$ cat config.mk
export PLATFORM = sky130hd
export DESIGN_NAME = rr_arbiter_8
export DESIGN_NICKNAME = d
export VERILOG_FILES = /design/src/rtl/arb_pkg.sv /design/src/rtl/rr_pick.sv /design/src/rtl/rr_arbiter_8.sv
export SDC_FILE = /design/constraint.sdc
export NUM_CORES = 1
export LEC_CHECK = 0
export ABC_AREA = 1
export BUFFER_PORTS_ARGS = -buffer_cell sky130_fd_sc_hd__buf_2
export CORE_MARGIN = 2
export CORE_UTILIZATION = 40
export DETAILED_ROUTE_END_ITERATION = 12
export PLACE_DENSITY = 0.65
export SLEW_MARGIN = 20
export SYNTH_ARGS = -nofsm -noshare
export SYNTH_HDL_FRONTEND = slang
export SYNTH_SLANG_ARGS = --single-unit
$ cat constraint.sdc
create_clock -name clk -period 4.6 [get_ports clk]
set_input_delay 0.92 -clock clk [delete_from_list [all_inputs] [get_ports clk]]
set_output_delay 0.92 -clock clk [all_outputs]
set_load 0.01 [all_outputs]
$ cat src/rtl/arb_pkg.sv
// Shared types and constants for the 8-way round-robin arbiter.
// Holds the requester count, index width, default hold limit used by the
// optional ARB_TIMEOUT_EN build, the FSM state type and a one-hot helper.
package arb_pkg;

    localparam int unsigned ARB_N            = 8;
    localparam int unsigned ARB_IDX_W        = 3;
    localparam int unsigned ARB_MAX_HOLD_DEF = 16;

    typedef enum logic {
        IDLE = 1'b0,
        BUSY = 1'b1
    } arb_state_t;

    // Binary index to one-hot requester vector.
    function automatic logic [ARB_N-1:0] idx_to_onehot(input logic [ARB_IDX_W-1:0] idx);
        return ARB_N'(1) << idx;
    endfunction

endpackage

$ cat src/rtl/rr_pick.sv
// Combinational rotating priority picker.
// Finds the first set bit of req scanning ptr, ptr+1, ... ptr+7 (mod 8).
// Ports:
//   req   - candidate request vector
//   ptr   - highest-priority position
//   idx   - winning requester index (0 when none found)
//   found - high when any bit of req is set
module rr_pick
    import arb_pkg::*;
(
    input  logic [ARB_N-1:0]     req,
    input  logic [ARB_IDX_W-1:0] ptr,
    output logic [ARB_IDX_W-1:0] idx,
    output logic                 found
);

    logic [ARB_N-1:0]     rot;
    logic [ARB_IDX_W-1:0] off;
    logic                 hit;

    // Rotate right by ptr so bit 0 of rot is the highest-priority requester.
    always_comb begin
        rot = '0;
        for (int i = 0; i < int'(ARB_N); i++) begin
            rot[i] = req[ARB_IDX_W'(ARB_IDX_W'(i) + ptr)];
        end
    end

    // Lowest set bit of the rotated vector wins.
    always_comb begin
        off = '0;
        hit = 1'b0;
        for (int i = 0; i < int'(ARB_N); i++) begin
            if (!hit && rot[i]) begin
                off = ARB_IDX_W'(i);
                hit = 1'b1;
            end
        end
    end

    // Undo the rotation; the 3-bit add wraps mod 8.
    assign idx   = hit ? ARB_IDX_W'(off + ptr) : '0;
    assign found = hit;

endmodule

$ cat src/rtl/rr_arbiter_8.sv
// 8-way round-robin arbiter with hold-until-release grants.
// A grant stays with its owner until the owner drops req; priority then
// rotates to the requester after the owner and a new grant is loaded on the
// next edge with no idle bubble.
// Optional build macro: ARB_TIMEOUT_EN -- bounds each grant to MAX_HOLD
// cycles by forcing a release when the owner keeps requesting.
// Ports:
//   clk         - system clock, rising edge
//   reset_n     - asynchronous active-low reset
//   req         - level-sensitive request vector, bit i = requester i
//   grant       - registered one-hot grant, zero when idle
//   grant_idx   - registered binary index of the owner, zero when idle
//   grant_valid - registered, high while any grant is active
module rr_arbiter_8
    import arb_pkg::*;
#(
    parameter int unsigned N        = ARB_N,
    parameter int unsigned IDX_W    = ARB_IDX_W
`ifdef ARB_TIMEOUT_EN
    ,
    parameter int unsigned MAX_HOLD = ARB_MAX_HOLD_DEF
`endif
) (
    input  logic             clk,
    input  logic             reset_n,
    input  logic [N-1:0]     req,
    output logic [N-1:0]     grant,
    output logic [IDX_W-1:0] grant_idx,
    output logic             grant_valid
);

    arb_state_t       state_q, state_d;
    logic [IDX_W-1:0] ptr_q, ptr_d;
    logic [N-1:0]     grant_d;
    logic [IDX_W-1:0] idx_d;
    logic             valid_d;

    logic [N-1:0]     pick_req_c;
    logic [IDX_W-1:0] pick_ptr_c;
    logic [IDX_W-1:0] pick_idx_c;
    logic             pick_found_c;
    logic             release_c;
    logic             load_c;
    logic             timeout_c;

`ifdef ARB_TIMEOUT_EN
    localparam int unsigned HOLD_W = $clog2(MAX_HOLD) + 1;

    logic [HOLD_W-1:0] hold_q, hold_d;

    assign timeout_c = (hold_q == HOLD_W'(MAX_HOLD - 1));
`else
    assign timeout_c = 1'b0;
`endif

    // In BUSY the picker already looks ahead with the post-release pointer and
    // with the owner masked out, so a release can hand off in the same cycle.
    always_comb begin
        pick_req_c = req;
        pick_ptr_c = ptr_q;
        if (state_q == BUSY) begin
            pick_req_c = req & ~grant;
            pick_ptr_c = IDX_W'(grant_idx + IDX_W'(1));
        end
    end

    rr_pick u_pick (
        .req   (pick_req_c),
        .ptr   (pick_ptr_c),
        .idx   (pick_idx_c),
        .found (pick_found_c)
    );

    assign release_c = (state_q == BUSY) && (!req[grant_idx] || timeout_c);

    // Next-state and next-output logic.
    always_comb begin
        state_d = state_q;
        ptr_d   = ptr_q;
        grant_d = grant;
        idx_d   = grant_idx;
        valid_d = grant_valid;
        load_c  = 1'b0;

        case (state_q)
            IDLE: begin
                if (pick_found_c) begin
                    load_c  = 1'b1;
                    state_d = BUSY;
                end
            end
            BUSY: begin
                if (release_c) begin
                    ptr_d = pick_ptr_c;
                    if (pick_found_c) begin
                        load_c = 1'b1;
                    end else begin
                        state_d = IDLE;
                        grant_d = '0;
                        idx_d   = '0;
                        valid_d = 1'b0;
                    end
                end
            end
            default: begin
                state_d = IDLE;
                grant_d = '0;
                idx_d   = '0;
                valid_d = 1'b0;
            end
        endcase

        if (load_c) begin
            grant_d = idx_to_onehot(pick_idx_c);
            idx_d   = pick_idx_c;
            valid_d = 1'b1;
        end
    end

`ifdef ARB_TIMEOUT_EN
    // Hold counter: cleared on every new grant, counts cycles of ownership.
    always_comb begin
        hold_d = hold_q;
        if (load_c) begin
            hold_d = '0;
        end else if (state_q == BUSY && !release_c) begin
            hold_d = HOLD_W'(hold_q + HOLD_W'(1));
        end
    end

    always_ff @(posedge clk or negedge reset_n) begin
        if (!reset_n) begin
            hold_q <= '0;
        end else begin
            hold_q <= hold_d;
        end
    end
`endif

    // State, pointer and registered outputs.
    always_ff @(posedge clk or negedge reset_n) begin
        if (!reset_n) begin
            state_q     <= IDLE;
            ptr_q       <= '0;
            grant       <= '0;
            grant_idx   <= '0;
            grant_valid <= 1'b0;
        end else begin
            state_q     <= state_d;
            ptr_q       <= ptr_d;
            grant       <= grant_d;
            grant_idx   <= idx_d;
            grant_valid <= valid_d;
        end
    end

endmodule

==> results of run 1 <==
[sequential cells by signal, summed over array words and instances, names as in the netlist]
signal	flops
grant_valid	1
ptr_q	3
state_q	1
grant_idx	3
grant	8
[stage by stage]
stage / util / cells / hold WS, ps / instance area (um^2)
after floorplan: - / 257 / 446 / 1610
after global placement: 0.440 / 323 / 465 / 1730
after detailed placement: 0.440 / 323 / 462 / 1730
after CTS: 0.450 / 326 / 483 / 1770
after global routing: 0.450 / 326 / 507 / 1770
final: 0.450 / 326 / 478 / 1770
[cell usage after synthesis, drive strengths merged]
library cell,instances
or2,2
inv,24
fa,1
a21boi,1
o21ai,12
o22ai,2
nand2,144
dfrtp,16
ha,2
xnor2,1
clkinv,1
nand4,5
a21oi,6
nand3,26
nor2,6
a221o,1
buf,5
nand3b,2
[cell families after synthesis]
logic type,count (synthesis)
xor gates and xnor gates,1
adders and majority gates,3
DFF,16
buffers and inverters,30
AOI/OAI and AO/OA,22
and+or+nand+nor,185
[final timing paths]
check	to	slack, ps	cells after the start
setup / recovery	grant_idx[2]	930	22
hold / removal	grant_valid	480	2
setup reg to reg	grant_idx[2]	930	22
hold reg to reg	grant_valid	480	2
max in group asynchronous	grant_idx[1]	3750	1
min in group asynchronous	grant[2]	580	1
[routing by layer]
metal  share of wire  up-vias
met1            0.48      734
met2            0.47       35
li1                -      854
met4           0.011        0
met3           0.039        4
met5               0        -
[critical path, stage by stage (launching register included)]
cell and delay [ps]:
dfrtp_1 730, inv_2 90, nand2_1 90, nand2_2 170, ha_1 360, inv_1 80
nand2_1 70, nand2_1 60, nand2_1 50, nand2_2 100, nand2_4 70, nor2_8 160
nand4_2 120, nand3_1 110, nand2_2 90, fa_1 390, xnor2_1 170, inv_1 100
nand2_1 90, a21boi_4 220, inv_2 60, nand2_1 90, o21ai_1 80
[cell type report]
type                    instances  area (um^2)  share of cell area
well taps                      50         62.6              0.0353
clock buffers                   3         41.3              0.0233
repair buffers                 21          105              0.0592
multi-input cells             211         1070               0.601
inverters                      25         98.8              0.0557
flip-flops and latches         16          400               0.226
==> metrics.txt, run 1 <==
Inserted Diodes=0; Skew-Pair Late Insertion Delay=250 ps; Routed WL=4040 um; Syn Inst Count=257; CTS max path bufs=2; drt first-iter violations=82; max-cap violation count=0; Die Width=67.5 um; vias in the first global route=1505; final period utilization=0.798; Synth Register Bits=16; CTS tree=built; Tmin final=3670 ps; area grow syn2layout=10.1%; drt drc=0; Root Buffer=clkbuf_8; Avg Cell Area, Syn=6.27 um^2; I/O Buffers=21; commonest non-fill, non-tap cell in the layout=nand2_1; via count=1627; M1 GR Usage=0.282; # clock sinks=16; setup bufs post-CTS=0; f_max=0.272 GHz; register area share after synthesis=0.248; Hold/Removal Path Class=flop to flop; Worst setup EP type=flop; Filler cells=427; first-pass GRT wire length=6920 um; Initial Util=0.409; core area=0.00394 mm^2; TritonCTS buffer count=3; post-CTS resize count=0; Req. time, crit path=4730 ps; worst-path fanout max=20; outcome=complete, no violations; All-Layer GR Usage=0.199; Ys Warns=0; post-route ant nets=0; Via-to-Cell Ratio=4.99; most frequent cells in the layout=nand2_1 (127), nand3_1 (26), buf_2 (21), inv_1 (19), dfrtp_1 (16); largest family of logic cells by synthesized area=simple AND/OR/NAND/NOR gates; Post-Place Setup Slack=938 ps; initial antenna violation count=0; mux contribution to synthesized area=0; Syn Nets=270; reg2reg start=state_q; Setup crit start=state_q; nets=291; hpwl dp=3290 um; GR Layer Usage met2=0.331; critical path class=flop to flop; Reg clk slew, reported paths=60 ps; Top Usage Layer GRT=met2; Netlist cell types=31; setup TNS=0 ps; startpoint types=flop; top-area cell type share of the netlist area=0.296; share of cells above drive strength 1=0.210; Worst-Margin Slew=610 ps; die area=0.00455 mm^2; Routed WL per cell=12.4 um; Max H-tree Level=1; headroom to the max-slew limit=0.593; Synth Area in Compound Gates=0.0885; setup ws final=928 ps; # setup viols final=0; Synth area leader=nand2_1; RSZ-0062 raised after global routing=no; hold wc startpoint=grant_valid; DRT Pass-1 Iters=4; largest net degree at the start of global routing=21; Post-Synth Simple-Gate Area=0.540; crit path DAT=3810 ps; Final GP Congestion=0.905; row count=23; Ports=22; Final Max Slew Viols=0; Post-Synth Adder-Cell Area=0.0280; Hold-fix buffers, CTS=0; GR met3 Demand/Resource=0.0200; post-synthesis xor/xnor area fraction=0.00543; Mapped Area=0.00161 mm^2; Die H=67.5 um; Fin. Hold Viols=0; Congestion Overflow GR=0; top cells by area in the synthesized netlist=nand2_1 (30%), dfrtp_1 (25%), nand3_1 (8.1%), nand2_2 (5.0%), inv_1 (4.4%); Worst Clk Skew=0.791 ps
Power of run 1 is left out: the tool's default activity adds up to more than one toggle a clock period on the data nets, which glitch-free logic cannot reach.
==> run 2: changes to the inputs <==
--- a/config.mk
+++ b/config.mk
@@ -10,7 +10,7 @@
 export CORE_MARGIN = 2
 export CORE_UTILIZATION = 40
 export DETAILED_ROUTE_END_ITERATION = 12
-export PLACE_DENSITY = 0.65
+export PLACE_DENSITY = 0.67
 export SLEW_MARGIN = 20
 export SYNTH_ARGS = -nofsm -noshare
 export SYNTH_HDL_FRONTEND = slang
==> constraint.sdc (replaced) <==
create_clock -name clk -period 3.2 [get_ports clk]
set_input_delay 0.64 -clock clk [delete_from_list [all_inputs] [get_ports clk]]
set_output_delay 0.64 -clock clk [all_outputs]
set_load 0.01 [all_outputs]
==> run 2 against run 1 <==
  * Clock-buffer cell count increased by 1
  * Design area rose by 33%
  * Sequential cell count unchanged
  * Core utilization rose by 15 points
  * Sequential share of layout area down 5.5 points
  * Routed wire length is 15% higher
  * Via count increased by 13%
  * Setup slack got worse by 800 ps
  * Global-route usage is essentially flat
  * Final cell count up 14%
==> metrics.txt, run 2 (same netlist as run 1, synthesis figures left out) <==
outcome=complete, no violations; startpoint types=flop; routed wl met2=2350 um (+24%); DP Cell Count=356 (+10%); Fin. Hold Viols=0 (unchanged); DR top layer=met4; crit path cell chain=ha_4 -> nand2_4 -> nand2_4 -> ha_4 -> nand3_2 -> nand2_1 -> nand2_1 -> nand2_2 -> nand2_4 -> nor2_8 -> nand4_4 -> nand3_2 -> nand2_2 -> fa_2 -> xnor2_2 -> inv_2 -> nand2_2 -> a21boi_4 -> inv_2 -> nand2_4 -> o21ai_2; commonest non-fill, non-tap cell in the layout=nand2_1; Filler cells=356 (-17%); WL met1=2100 um (+7.7%); drt first-iter violations=81 (-1.2%); Min Hold Slack=302 ps (-176 ps); f_max=0.325 GHz (+20%); Worst-Margin Slew=389 ps (-221 ps); TritonCTS buffer count=3 (unchanged); CTS max path bufs=2 (unchanged); Critical Path Most Common Cell=nand2_4; headroom to the max-slew limit=0.740 (+0.147); All-Layer GR Usage=0.199 (about the same); Worst setup EP type=flop; setup ws final=128 ps (-800 ps); Cell Count, Final, Fillers Out=371 (+14%); core area=0.00394 mm^2 (unchanged); Hold-fix buffers, CTS=0 (unchanged); drt drc=0 (unchanged); post-route ant nets=0 (unchanged); die area=0.00455 mm^2 (unchanged); Root Buffer=clkbuf_8; Biggest register=grant; max-cap violation count=0 (unchanged); Tmin final=3070 ps (-600 ps); crit path DAT=3210 ps (-600 ps); Inserted Diodes=0 (unchanged); Final Max Slew Viols=0 (unchanged); most frequent cells in the layout=nand2_1 (99), buf_4 (33), nand2_2 (31), buf_2 (22), nand3_1 (20); max reg flops=8 (unchanged); nets=335 (+15%); area grow syn2layout=46.4%; largest net degree at the start of global routing=17 (-19%); Die H=67.5 um (unchanged); initial antenna violation count=0 (unchanged); share of cells above drive strength 1=0.464 (+0.254); Worst Clk Skew=1.44 ps (+0.647 ps); met3 routed WL=126 um (-19%); Routed WL per cell=12.5 um (+0.68%); worst-path cell with the longest stage delay=dfrtp_1; CTS tree=built; largest delay contributor family on the critical path=simple AND/OR/NAND/NOR gates; Congestion Overflow GR=0 (unchanged); vias in the first global route=1556 (+3.4%); Skew-Pair Late Insertion Delay=250 ps (about the same); largest registers=grant: 8 flops, grant_idx: 3 flops, ptr_q: 3 flops; first-pass GRT wire length=7020 um (+1.4%); RSZ-0062 raised after global routing=yes; area occupied by multi-input gates=0.00128 mm^2 (+20%); I/O Buffers=21 (unchanged); row count=23 (unchanged); DRT Pass-1 Iters=4 (unchanged); register area=403 um^2 (+0.62%); Die Width=67.5 um (unchanged); Initial Util=0.409 (unchanged); Req. time, crit path=3340 ps (-1390 ps); Reg clk slew, reported paths=60 ps (about the same); Crit path largest cell delay=410 ps (-320 ps); Via-to-Cell Ratio=4.94 (-0.95%); via count=1834 (+13%); hpwl dp=3460 um (+5.1%); final period utilization=0.960 (+0.162); Final GP Congestion=0.964 (+6.6%); worst-path fanout max=4 (-80%); # clock sinks=16 (unchanged); critical path class=flop to flop; Ports=22 (unchanged); Hold/Removal Path Class=input pin to asynchronous set/reset pin; Max H-tree Level=1 (unchanged); Routed WL=4630 um (+15%); Post-Place Setup Slack=-61.7 ps (-1000 ps); # setup viols final=0 (unchanged); worst path bufs/invs=2 (-2)
run 2: worst paths after layout:
path | startpoint | depth (start not counted) | to | slack, ps
min in group clk | grant_valid | 2 | grant_valid | 490
min | reset_n | 1 | grant[1] | 300
min reg2reg | grant_valid | 2 | grant_valid | 490
max | grant_idx[1] | 21 | grant_idx[2] | 130
max in group asynchronous | reset_n | 1 | state_q | 2600
max reg2reg | grant_idx[1] | 21 | grant_idx[2] | 130
run 2: worst reg2reg max path, cell delays in order (launching register included):
cell,delay [ps]
dfrtp_1,410
ha_4,270
nand2_4,60
nand2_4,70
ha_4,300
nand3_2,90
nand2_1,80
nand2_1,60
nand2_2,90
nand2_4,70
nor2_8,110
nand4_4,100
nand3_2,100
nand2_2,70
fa_2,370
xnor2_2,150
inv_2,70
nand2_2,70
a21boi_4,210
inv_2,80
nand2_4,80
o21ai_2,60
run 2: cell type report:
cell class | instances | share of cell area
clock buffers | 4 | 0.0191
inverters | 25 | 0.0429
multi-input cells | 211 | 0.541
flip-flops and latches | 16 | 0.171
well taps | 50 | 0.0265
repair buffers | 65 | 0.199
run 2: repair_timing:
item                                   CTS  global route
pin swaps                                2            36
cloned                                   0             1
endpoints found under the hold margin    0             0
setup endpoints to repair                6             9
buffers inserted                         2             9
resized for setup                        4            62
run 2: per-stage QoR:
step	TNS (ps)	instance area, um^2	utilization
floorplan	0	1630	-
global placement	0	2000	0.508
detailed placement	-110	2000	0.508
CTS	0	2080	0.529
global route	-295	2360	0.599
finish	0	2360	0.599
run 2: layer usage:
layer | track usage | vias up
li1 | - | 942
met1 | 0.272 | 848
met2 | 0.347 | 36
met3 | 0.0117 | 8
met4 | 0.0383 | 0
met5 | 0 | -
Power of run 2 is left out for the same reason.
==> run 3: changes to the inputs <==
--- a/config.mk
+++ b/config.mk
@@ -5,7 +5,6 @@
 export SDC_FILE = /design/constraint.sdc
 export NUM_CORES = 1
 export LEC_CHECK = 0
-export ABC_AREA = 1
 export BUFFER_PORTS_ARGS = -buffer_cell sky130_fd_sc_hd__buf_2
 export CORE_MARGIN = 2
 export CORE_UTILIZATION = 40
==> run 3 against run 2 <==
  * The run now ends with negative setup slack left
  * Design area up 9.9%
  * Register-to-register slack worse by 950 ps
  * Clock skew about the same
  * Die area is 6.0% higher
  * Final cell count decreased by 9.7%
  * Maximum frequency decreased by 24%
  * Routed wire length up 22%
  * Area after synthesis rose by 6.4%
  * Worst hold slack worse by 9.3 ps
  * Global-route usage rose by 3.9 points
==> metrics.txt, run 3 <==
Avg Cell Area, Syn=8.84 um^2 (+41%); Die Width=69.5 um (+2.9%); Primary FF master, synth=dfrtp_1; Synth Register Bits=16 (unchanged); Tmin final=4030 ps (+954 ps); Hold-fix buffers, CTS=0 (unchanged); vias in the first global route=1927 (+24%); Post-DP Area=0.00238 mm^2 (+19%); Reg2Reg Setup Slack=-830 ps (-950 ps); Final GP Congestion=0.971 (+0.66%); commonest non-fill, non-tap cell in the layout=buf_4; Via-to-Cell Ratio=5.76 (+17%); setup ws final=-826 ps (-954 ps); CTS tree=built; Worst-Margin Slew=491 ps (+102 ps); Skew-Pair Late Insertion Delay=250 ps (about the same); most frequent cells after synthesis=nand2_1 (26), dfrtp_1 (16), nand3_1 (13); Layout Utilization=0.639 (+0.0407); headroom to the max-slew limit=0.663 (-0.0767); largest net degree at the start of global routing=17 (unchanged); core area=0.00406 mm^2 (+2.9%); DP Cell Count=321 (-9.8%); CTS max path bufs=2 (unchanged); Async SR Flop Fraction=1.00 (unchanged); max reg flops=8 (unchanged); startpoint types=flop; via count=1931 (+5.3%); crit path DAT=4210 ps (+1000 ps); register area share after synthesis=0.234 (-0.0149); # clock sinks=16 (unchanged); top cells by area in the synthesized netlist=dfrtp_1 (23%), nand2_1 (5.7%), mux4_1 (4.6%), nand3_1 (3.8%), o21ai_0 (3.5%); Worst setup EP type=flop; DRT Pass-1 Iters=5 (+1); Ports=22 (unchanged); Setup crit start=grant_idx[0]; Cell Count, Final, Fillers Out=335 (-9.7%); drt drc=0 (unchanged); reg2reg start=grant_idx[0]; first-pass GRT wire length=9360 um (+33%); setup TNS=-8150 ps (-8150 ps); nets=299 (-11%); row count=23 (unchanged); Worst Clk Skew=1.15 ps (-0.289 ps); Final Max Slew Viols=0 (unchanged); largest registers=grant: 8 flops, grant_idx: 3 flops, ptr_q: 3 flops; f_max=0.248 GHz (-24%); worst-path fanout max=4 (unchanged); Root Buffer=clkbuf_8; Syn Nets=207 (-23%); Syn Inst Count=194 (-25%); Inserted Diodes=0 (unchanged); Finished Cell Area=0.00259 mm^2 (+9.9%); Congestion Overflow GR=0 (unchanged); final period utilization=1.26 (+0.298); initial antenna violation count=0 (unchanged); post-route ant nets=0 (unchanged); top-area cell type share of the netlist area=0.234 (-0.0622); drt first-iter violations=241 (+200%); failing checks=negative setup slack; Biggest register=grant; Hold/Removal Path Class=input pin to asynchronous set/reset pin; All-Layer GR Usage=0.238 (+0.0390); Req. time, crit path=3380 ps (+40 ps); area grow syn2layout=51.3%; die area=0.00482 mm^2 (+6.0%); Max H-tree Level=1 (unchanged); most frequent cell after synthesis=nand2_1; Netlist cell types=55 (+77%); RSZ-0062 raised after global routing=yes; Post-synth EDFFs=0 (unchanged); Synth area leader=dfrtp_1; max-cap violation count=0 (unchanged); I/O Buffers=21 (unchanged); Routed WL per cell=16.8 um (+35%); Initial Util=0.422 (+0.0137); Reg clk slew, reported paths=70 ps (about the same); Mapped Area=0.00171 mm^2 (+6.4%); Die H=69.5 um (+2.9%); Routed WL=5640 um (+22%); Fin. Hold Viols=0 (unchanged); # setup viols final=12 (+12); share of cells above drive strength 1=0.477 (+0.0130); Ys Warns=0 (unchanged); outcome=complete, but fails checks; most frequent cells in the layout=buf_4 (72), nand2_1 (26), buf_2 (21), dfrtp_1 (15), nand3_1 (12); hpwl dp=4360 um (+26%); critical path class=flop to flop; TritonCTS buffer count=3 (unchanged)
-- run 3: cell families after synthesis --
| kind of cell | count (synthesis) | share of synthesized area |
|---|---|---|
| buf+inv | 14 | 0.0467 |
| xor+xnor | 6 | 0.0350 |
| fa+ha+maj | 3 | 0.0263 |
| flops | 16 | 0.234 |
| mux | 13 | 0.123 |
| simple gates | 82 | 0.251 |
| compound gates | 60 | 0.284 |
-- run 3: path summary, 6_finish.rpt --
check,to,cells after the start
min in group clk,grant_valid,2
worst max register to register,grant[3],18
worst min register to register,grant_valid,2
worst max-delay path,grant[3],18
max in group asynchronous,grant_idx[0],1
worst min-delay path,grant_idx[2],1
-- run 3: critical path: stages, from the launching register on --
cell and delay (ps):
dfrtp_2 430, ha_4 240, mux2_4 280, ha_4 280, inv_2 50, o2111a_1 130
a311oi_2 290, a21boi_2 250, mux4_2 310, nand3b_4 120, o221ai_4 170, o311ai_4 120
nand2b_4 160, fa_2 370, xnor2_4 230, nor2_1 90, a21oi_2 170, nand2_1 100
o2bb2ai_1 150
-- run 3: repair_timing --
action                     CTS  global route
resized for setup            7             7
setup buffers                8             2
pin swaps                   17             8
setup endpoints to repair   12            12
-- run 3: per-stage QoR --
stage	setup WS, ps	hold slack (ps)
6_report	-826	293
5_1_grt	-1010	316
3_5_place_dp	-896	458
4_1_cts	-859	301
3_3_place_gp	-777	453
2_1_floorplan	-924	344
-- run 3: final cells by class --
cell class | instances | area (um^2)
Clock buffer | 4 | 55.1
Inverter | 5 | 18.8
Sequential cell | 16 | 402
Tap cell | 50 | 62.6
Multi-Input combinational cell | 164 | 1370
Fill cell | 319 | 1460
Timing Repair Buffer | 96 | 688
-- run 3: routing by layer --
| metal | share of wire | global-route usage | vias to the layer above | routed length, um |
|---|---|---|---|---|
| met4 | 0.0099 | 0.0545 | 0 | 56 |
| met3 | 0.069 | 0.0596 | 6 | 387 |
| li1 | - | - | 917 | - |
| met5 | 0 | 0 | - | 0 |
| met1 | 0.45 | 0.324 | 928 | 2520 |
| met2 | 0.47 | 0.381 | 80 | 2670 |
Power of run 3 is left out for the same reason.
